File: config.mk
export PLATFORM = sky130hd
export DESIGN_NAME = mem_arbiter
export DESIGN_NICKNAME = d
export VERILOG_FILES = /design/src/rtl/mem_arbiter.sv
export SDC_FILE = /design/constraint.sdc
export NUM_CORES = 1
export LEC_CHECK = 0
export ABC_AREA = 1
export CAP_MARGIN = 20
export CORE_MARGIN = 1.5
export CORE_UTILIZATION = 46
export DETAILED_ROUTE_END_ITERATION = 12
export GPL_TIMING_DRIVEN = 0
export PLACE_DENSITY = 0.85
export SYNTH_ARGS = -nofsm -noshare
export SYNTH_HDL_FRONTEND = slang
export SYNTH_SLANG_ARGS = --single-unit
File: constraint.sdc
create_clock -name clk -period 3.55 [get_ports clk]
set_input_delay 0.8875 -clock clk [delete_from_list [all_inputs] [get_ports clk]]
set_output_delay 0.8875 -clock clk [all_outputs]
set_load 0.02 [all_outputs]
File: src/rtl/mem_arbiter.sv
// mem_arbiter: shares one SRAM port between an instruction-fetch master and a
// load/store master. Data requests win arbitration; one transaction at a time;
// every transaction ends with a single turnaround cycle that carries the ok pulse.
//
// Ports
//   clk, rst                  clock, asynchronous active-low reset
//   flush                     cancels delivery of an in-flight fetch
//   inst_req/inst_addr        fetch request (held until inst_ok)
//   inst_ok/inst_rdata        fetch-complete pulse and data
//   data_req/wen/addr/wdata   load/store request (held until data_ok), wen=0 is a load
//   data_ok/data_rdata        load/store-complete pulse and load data
//   sram_*                    shared SRAM port (en, wen, addr, wdata, rdata, ok)
//   stallreq_inst/data        stall requests to the stall controller
//   timeout_err               sticky flag set when sram_ok never arrives in time
module mem_arbiter #(
  parameter int unsigned TIMEOUT = 255
) (
  input  logic        clk,
  input  logic        rst,
  input  logic        flush,
  input  logic        inst_req,
  input  logic [31:0] inst_addr,
  output logic        inst_ok,
  output logic [31:0] inst_rdata,
  input  logic        data_req,
  input  logic [3:0]  data_wen,
  input  logic [31:0] data_addr,
  input  logic [31:0] data_wdata,
  output logic        data_ok,
  output logic [31:0] data_rdata,
  output logic        sram_en,
  output logic [3:0]  sram_wen,
  output logic [31:0] sram_addr,
  output logic [31:0] sram_wdata,
  input  logic [31:0] sram_rdata,
  input  logic        sram_ok,
  output logic        stallreq_inst,
  output logic        stallreq_data,
  output logic        timeout_err
);

  typedef enum logic [1:0] {StIdle, StData, StInst, StResp} state_e;

  localparam logic [7:0] TimeoutCnt = 8'(TIMEOUT);

  state_e      state_q, state_d;
  logic [31:0] addr_q, addr_d;
  logic [3:0]  wen_q, wen_d;
  logic [31:0] wdata_q, wdata_d;
  logic [7:0]  cnt_q, cnt_d;
  logic        cancel_q, cancel_d;
  logic        terr_q, terr_d;
  logic        inst_ok_q, inst_ok_d;
  logic        data_ok_q, data_ok_d;
  logic [31:0] inst_rdata_q, inst_rdata_d;
  logic [31:0] data_rdata_q, data_rdata_d;

  logic busy;
  logic timeout_hit;
  logic done;

  assign busy        = (state_q == StData) || (state_q == StInst);
  assign timeout_hit = busy && !sram_ok && (cnt_q == TimeoutCnt);
  assign done        = busy && (sram_ok || timeout_hit);

  // State register
  always_ff @(posedge clk or negedge rst) begin
    if (!rst) begin
      state_q <= StIdle;
    end else begin
      state_q <= state_d;
    end
  end

  // Next-state logic
  always_comb begin
    state_d = state_q;
    unique case (state_q)
      StIdle: begin
        if (data_req) begin
          state_d = StData;
        end else if (inst_req && !flush) begin
          state_d = StInst;
        end
      end
      StData, StInst: begin
        if (done) state_d = StResp;
      end
      StResp:  state_d = StIdle;
      default: state_d = StIdle;
    endcase
  end

  // Datapath next-state: port latches, wait counter, cancel and response registers
  always_comb begin
    addr_d       = addr_q;
    wen_d        = wen_q;
    wdata_d      = wdata_q;
    cnt_d        = cnt_q;
    cancel_d     = cancel_q;
    terr_d       = terr_q;
    inst_ok_d    = 1'b0;
    data_ok_d    = 1'b0;
    inst_rdata_d = 32'd0;
    data_rdata_d = 32'd0;

    if (state_q == StIdle) begin
      cnt_d    = 8'd0;
      cancel_d = 1'b0;
      if (data_req) begin
        addr_d  = data_addr;
        wen_d   = data_wen;
        wdata_d = data_wdata;
      end else if (inst_req && !flush) begin
        addr_d  = inst_addr;
        wen_d   = 4'd0;
        wdata_d = 32'd0;
      end
    end

    if (state_q == StResp) begin
      cancel_d = 1'b0;
    end

    if (busy) begin
      if ((state_q == StInst) && flush) cancel_d = 1'b1;
      if (done) begin
        if (timeout_hit) terr_d = 1'b1;
        if (state_q == StData) begin
          data_ok_d = 1'b1;
          if (!timeout_hit && (wen_q == 4'd0)) data_rdata_d = sram_rdata;
        end else begin
          // A flush in the completing cycle suppresses delivery just like an earlier one
          inst_ok_d = !(cancel_q || flush);
          if (inst_ok_d && !timeout_hit) inst_rdata_d = sram_rdata;
        end
      end else begin
        cnt_d = cnt_q + 8'd1;
      end
    end
  end

  always_ff @(posedge clk or negedge rst) begin
    if (!rst) begin
      addr_q       <= 32'd0;
      wen_q        <= 4'd0;
      wdata_q      <= 32'd0;
      cnt_q        <= 8'd0;
      cancel_q     <= 1'b0;
      terr_q       <= 1'b0;
      inst_ok_q    <= 1'b0;
      data_ok_q    <= 1'b0;
      inst_rdata_q <= 32'd0;
      data_rdata_q <= 32'd0;
    end else begin
      addr_q       <= addr_d;
      wen_q        <= wen_d;
      wdata_q      <= wdata_d;
      cnt_q        <= cnt_d;
      cancel_q     <= cancel_d;
      terr_q       <= terr_d;
      inst_ok_q    <= inst_ok_d;
      data_ok_q    <= data_ok_d;
      inst_rdata_q <= inst_rdata_d;
      data_rdata_q <= data_rdata_d;
    end
  end

  // Outputs; stall requests are gated by reset so every output reads 0 while held in reset
  always_comb begin
    sram_en       = busy;
    sram_wen      = busy ? wen_q : 4'd0;
    sram_addr     = addr_q;
    sram_wdata    = wdata_q;
    inst_ok       = inst_ok_q;
    inst_rdata    = inst_rdata_q;
    data_ok       = data_ok_q;
    data_rdata    = data_rdata_q;
    timeout_err   = terr_q;
    stallreq_data = rst && data_req && !data_ok_q;
    stallreq_inst = rst && inst_req && !inst_ok_q && !flush;
  end

endmodule

Word-level counts from Yosys, hierarchy flattened. Cells that the tools add are included.

Register bits: 146. Bits in latches: 0. Memory bits (writable): 0. Memory bits (read-only): 0. Input bits: 138. Output and inout port bits: 138. Logic and storage cells: 78. Memories kept: 0.

Add/sub/neg operators: 1. Multiply operators: 0. Div/mod/pow operators: 0. $lt $le $gt $ge: 0. Equality and inequality tests: 6. Shifts and indexed selects: 0. Muxes and demuxes: 32. Bitwise logic cells: 0. Reduce and logical (&&, ||, !) cells: 28.

Operator list (number): 2-to-1 mux 32 bit (12); 2-to-1 mux 8 bit (3); logical AND 1 bit (12); 2-to-1 mux 4 bit (3); 2-to-1 mux 1 bit (10); adder 8 x 1 -> 8 bit (second input constant) (1); == test 8 bit (second input constant) (1); zero test 1 bit (6); 2-to-1 mux 2 bit (3); one-hot mux 2 bit (3 select lines) (1); == test 2 bit (second input constant) (2); zero test 4 bit (1); AND reduction 2 bit (2); logical OR 1 bit (3); != test 3 bit (second input constant) (1); AND reduction 3 bit (1); == test 2 x 1 -> 1 bit (second input constant) (1); zero test 2 bit (1); != test 2 bit (second input constant) (1); nonzero test 2 bit (1); OR reduction 2 bit (1).

Logic depth before layout (Yosys ltp). Gate-level depths: netlist (run 1).

Word-level depth: 10. Depth in mapped cells: 10. Gate-level depth less buffers: 8.

Worst setup path before layout (run 1). Ideal clock, no wire load.

Path type: input-to-output. Start: input data_req. End: output stallreq_data. Arrival: 1.770 ns. Required time: 2.663 ns. Path slack: 0.892 ns. Stages: 4. Path buffers: 2. Path through: buf_2 inv_2 buf_2 nor3_1.

Word-level cells in the longest chain between the ends: 2.

RTL lines: start: declaration (RTL line 25) `input logic data_req,`; logical AND 1 bit (2 in a row) (RTL line 180) `stallreq_data = rst && data_req && !data_ok_q;`; end: declaration (RTL line 38) `output logic stallreq_data,`.

Every way passes these cells.

Worst setup path in the final report (run 1).
Start: input rst. End: output stallreq_inst.

Word-level cells in the longest chain between the ends: 3.

RTL lines: start: declaration (RTL line 19) `input logic rst,`; logical AND 1 bit (3 in a row) (RTL line 181) `stallreq_inst = rst && inst_req && !inst_ok_q && !flush;`; end: declaration (RTL line 37) `output logic stallreq_inst,`.

Every way passes these cells.

==> impl_metrics.yaml, run 1 <==
run_status:
  status: "complete, no violations"
pwr:
  finalPower_mw: 7.60
  netSwitchingPower_mw: 2.84
  pwr-share-comb_pct: 43.8
  clkPwrFrac_pct: 24.9
  switching_share_pct: 37.3
  p_per_area_nw_per_um2: 762
  internal_power_mw: 4.77
  leakage_nw: 4.33
  seq_power_share_pct: 31.3
  vdd_ir_drop_max_mv: 0.589
sta:
  tns_ns: 0
  period_needed_ns: 3.28
  maxSlewHeadroom_pct: 57.1
  hold_viol: 0
  skew_ns: 0.00707
  worst_pin_slew_ns: 0.643
  fin_crit_sh_pct: 92.5
  grt_setup_unrepaired: "no"
  setup_viol: 0
  drv_slew: 0
  fmax_mhz: 305
critical_path:
  cp.required_ns: 2.66
  ff2ff_path_depth: 10
  startpoint_type: "input pin"
  end_kind: "primary output"
  r2r_start: "state_q[1]$_DFFE_PN0P_"
  cp_max_fo: 68
  r2r_end: "data_rdata[6]$_DFF_PN0_"
  reg2reg_slack_ns: 1.68
  path_class: "in2out"
  crit_arrival_ns: 2.40
place:
  placed_area_um2: 9350
  place_congestion: 0.929
  place_hpwl_um: 14400
  numPortBuffers: 274
grt:
  antenna_found_initial: 0
  grt_usage_pct: 28.9
  grt_util_met3_pct: 8.21
  grt_max_degree: 81
  grt_pass1_wl_um: 32000
  grt_use_met2_pct: 47.7
  use_met1_pct: 34.5
  globalRouteOverflowTotal: 0
  top_usage_layer: "met2"
  grt_pass1_vias: 6069
cells_and_area:
  final_core_utilization_pct: 74.8
  final_common_cell: "clkdlybuf4s50_1"
  drive_gt1_share_pct: 10.4
  final_nets: 1110
  antenna_cells: 0
  design_area_um2: 9980
  area_delta_synth_final_pct: 57.0
  layout_common_cells: "clkdlybuf4s50_1 (273), dfrtp_1 (146), nor2_1 (109), nand3_1 (84), o21ai_0 (67)"
clocking:
  cts_resized: 0
  clk_path_buf_depth: 2
  clkLatencyLatePin_ns: 0.42
  cts.sinks: 146
  cts_inserted_buffers: 17
  h-tree-depth: 4
  cts_tree: "done"
  clkTransAtPathRegs_ns: 0.06
  cts_root_buffer: "clkbuf_16"
  cts_setup_buffers: 0
  cts_hold_buf: 0
yosys:
  yosys_register_bits: 146
  synth_cells: 673
  synth_area_leaders: "dfrtp_1 (57%), nand3_1 (6.6%), nor2_1 (6.4%)"
  synth-seq-area-share_pct: 57.5
  synth_cell_types: 24
  synth_top_area_share_pct: 57.5
  yosys_warnings: 0
  avgSynthCellArea_um2: 9.44
  yosys.area.top_type: "dfrtp_1"
  syn_nets: 816
  syn_area_um2: 6360
drt:
  drtPass1Iterations: 5
  ant_nets: 0
  vias: 6062
  viasPerCell: 5.24
  drt_iter0_drc: 408
  wl_um: 20200
  remaining_drc_errors: 0
  post_drt_wl_per_cell_um: 17.5
floorplanning:
  die_h_um: 121
  initial_core_util_pct: 47.6
  rows: 42
  fp.coreArea_um2: 13300
  dieArea_um2: 14500
  fp.dieW_um: 121
  boundaryPins: 276
job:
  max_cap_viol_count: 0
worst_hold_path:
  hold_path.class: "in2async"
==> synth_stat cells <==
cell / instances
nor2_2: 30
buf_6: 12
nand4_1: 33
nand2_1: 41
o21ai_1: 4
buf_2: 11
ha_1: 5
buf_4: 3
dfrtp_1: 146
nor2_1: 109
nand3_1: 84
clkbuf_1: 21
nand2_2: 1
xor2_1: 3
inv_1: 57
o21a_1: 32
nand2_4: 2
nand3_4: 2
clkbuf_2: 3
inv_2: 2
a21oi_4: 1
o21ai_0: 67
nor2_4: 2
nor3_1: 2
==> area by class of cell <==
| type | count | area, µm² |
|---|---|---|
| flip-flops and latches | 146 | 3650 |
| fillers | 965 | 3370 |
| plain buffers | 50 | 307 |
| well taps | 176 | 220 |
| clock buffers | 24 | 512 |
| inverters | 59 | 221 |
| repair buffers | 275 | 2770 |
| multi-input cells | 418 | 2170 |
| clock inverters | 8 | 123 |
==> sequential cells by signal, summed over array words and instances (netlist names) <==
| register | cells |
|---|---|
| inst_rdata | 32 |
| data_ok | 1 |
| state_q | 2 |
| sram_addr | 32 |
| cnt_q | 8 |
| data_rdata | 32 |
| wen_q | 4 |
| cancel_q | 1 |
| inst_ok | 1 |
| timeout_err | 1 |
| sram_wdata | 32 |
==> critical path, cell delays in order <==
cell and delay (ns):
buf_6 0.47, inv_1 0.12, nor3_1 0.21, clkdlybuf4s50_1 0.66
==> routing by layer <==
layer | vias up | share of wire, %
li1 | 2790 | -
met1 | 2896 | 39
met2 | 306 | 49
met3 | 70 | 7.8
met4 | 0 | 4.5
met5 | - | 0
==> cell families after synthesis <==
family / synth area share (%)
AO/OA/AOI/OAI: 9.63
AND/OR/NAND/NOR: 23.2
buffers and inverters: 8.31
flip-flops: 57.5
XOR/XNOR: 0.413
adder cells (fa/ha/maj): 0.984
==> power groups by stage <==
| stage | clock (mW) | sequential [mW] | combinational, mW |
|---|---|---|---|
| final | 1.89 | 2.38 | 3.33 |
| after global routing | 2.00 | 2.43 | 3.57 |
| after CTS | 1.91 | 2.38 | 3.33 |
| after detailed placement | 0 | 2.39 | 3.30 |
| after global placement | 0 | 2.38 | 3.24 |
| after floorplan | 0 | 2.88 | 1.29 |
==> stage by stage <==
stage	hold slack, ns	setup WS (ns)	instances
global route	0.504	0.0231	1156
global placement	0.453	-4.79	1123
CTS	0.479	0.249	1156
finish	0.465	0.267	1156
detailed placement	0.467	0.242	1124
floorplan	0.491	0.892	673
==> worst max path at each step <==
stage	startpoint	end	slack (ns)
2_1_floorplan	data_req	stallreq_data	0.89
3_3_place_gp	rst	stallreq_inst	-4.79
3_5_place_dp	rst	stallreq_inst	0.24
4_1_cts	rst	stallreq_inst	0.25
5_1_grt	rst	stallreq_inst	0.02
6_report	rst	stallreq_inst	0.27
Power figures use the tool's default switching activity.
==> inputs of run 2 (changes only) <==
GPL_TIMING_DRIVEN = default   (was 0)
==> impl_metrics.yaml, run 2 (synthesis results as in run 1) <==
run_status:
  status: "complete, no violations"
cells_and_area:
  layout_common_cells: "clkdlybuf4s50_1 (273), dfrtp_1 (146), nor2_1 (107), nand3_1 (84), o21ai_0 (67)"
  fillers: 924
  drive_gt1_share_pct: 8.72
  final_nets: 1070
  area_delta_synth_final_pct: 53.4
  final_common_cell: "clkdlybuf4s50_1"
  final_core_utilization_pct: 73.1
  antenna_cells: 0
floorplanning:
  dieArea_um2: 14500
  fp.dieW_um: 121
  die_h_um: 121
  boundaryPins: 276
  fp.coreArea_um2: 13300
  rows: 42
  initial_core_util_pct: 47.6
drt:
  ant_nets: 0
  drt_iter0_drc: 478
  post_drt_wl_per_cell_um: 17.2
  wl_um: 19200
  remaining_drc_errors: 0
  drtPass1Iterations: 5
  viasPerCell: 5.17
  vias: 5769
sta:
  fin_crit_sh_pct: 93.6
  maxSlewHeadroom_pct: 50.3
  worst_pin_slew_ns: 0.745
  drv_slew: 0
  grt_setup_unrepaired: "no"
  period_needed_ns: 3.32
  setup_viol: 0
  skew_ns: 0.00717
  hold_viol: 0
  fmax_mhz: 301
  tns_ns: 0
clocking:
  h-tree-depth: 4
  cts_inserted_buffers: 17
  clkLatencyLatePin_ns: 0.42
  cts_tree: "done"
  clk_path_buf_depth: 2
  cts_root_buffer: "clkbuf_16"
  cts_resized: 0
  clkTransAtPathRegs_ns: 0.06
  cts_hold_buf: 0
  cts_setup_buffers: 0
  cts.sinks: 146
grt:
  grt_usage_pct: 27.0
  grt_max_degree: 147
  globalRouteOverflowTotal: 0
  antenna_found_initial: 0
  grt_pass1_vias: 5773
  grt_pass1_wl_um: 30000
job:
  max_cap_viol_count: 0
critical_path:
  cp.required_ns: 2.66
  cp_max_fo: 3
  crit_chain: "clkdlybuf4s50_1 > inv_1 > nand2_1 > nor3_1 > clkdlybuf4s50_1"
  critPathMostFrequentCell: "clkdlybuf4s50_1"
  cp_slowest_stage_delay_ns: 0.68
  startpoint_type: "input pin"
  crit_arrival_ns: 2.44
  end_kind: "primary output"
  path_class: "in2out"
  slowest_stage: "clkdlybuf4s50_1"
  cp.buffers_inverters: 3
  critical_path.top_delay_family: "buffers and inverters"
place:
  place_hpwl_um: 12600
  place_congestion: 0.916
  numPortBuffers: 275
pwr:
  p_per_area_nw_per_um2: 763
  leakage_nw: 4.21
  vdd_ir_drop_max_mv: 0.581
worst_hold_path:
  hold_path.class: "reg2reg"
run 2: changes by cell type in the layout (fill, tap and decap cells not counted), moves of 3 or more:
cell	delta
clkbuf_1	-18
buf_6	-12
buf_2	-10
buf_4	+4
clkbuf_2	-3
clkbuf_8	-3
run 2: worst paths after layout:
path                                             endpoint                    start  slack, ns  depth (start not counted)
worst min register to register    timeout_err$_DFFE_PN0P_  timeout_err$_DFFE_PN0P_       0.47                          2
max in group asynchronous       sram_wdata[0]$_DFFE_PN0P_                      rst       2.43                          2
worst max register to register   data_rdata[19]$_DFF_PN0_   state_q[0]$_DFFE_PN0P_       1.22                          8
worst min-delay path              timeout_err$_DFFE_PN0P_  timeout_err$_DFFE_PN0P_       0.47                          2
worst max-delay path                        stallreq_inst                    flush       0.23                          5
min in group asynchronous        sram_addr[1]$_DFFE_PN0P_                      rst       0.61                          2
run 2: metrics by stage:
stage	hold slack, ns	setup WS, ns	area (µm²)	power [mW]	cells
4_1_cts	0.468	0.246	9750	7.47	1116
3_5_place_dp	0.455	0.247	9140	5.60	1084
5_1_grt	0.482	0.170	9750	7.82	1116
2_1_floorplan	0.491	0.892	6360	4.17	673
3_3_place_gp	0.447	0.257	9120	5.50	1083
6_report	0.466	0.227	9750	7.44	1116
run 2: area by class of cell:
cell class | count | area [µm²] | area share [%]
Tap cell | 176 | 220 | 2.26
Inverter | 59 | 221 | 2.27
Clock buffer | 24 | 482 | 4.94
Sequential cell | 146 | 3650 | 37.5
Timing Repair Buffer | 285 | 2870 | 29.4
Multi-Input combinational cell | 418 | 2180 | 22.4
Clock inverter | 8 | 125 | 1.28
run 2: worst register-to-register path: cells and delay by family (launching register included):
kind          cells  cell delay [ns]
simple gates      5             1.08
fa+ha+maj         1             0.62
flops             1             0.40
buf+inv           2             0.15
run 2: report_power, final:
group	switching (mW)	internal, mW
combinational	1.85	1.37
sequential	0.260	2.13
clock	0.678	1.16
total	2.78	4.66
run 2: per-layer routing:
layer  vias up  routed length [µm]  track usage (%)
li1       2706                   -                -
met1      2773                7410             31.9
met2       239                9860             45.6
met3        51                1210             7.03
met4         0                 701             13.3
met5         -                   0                0
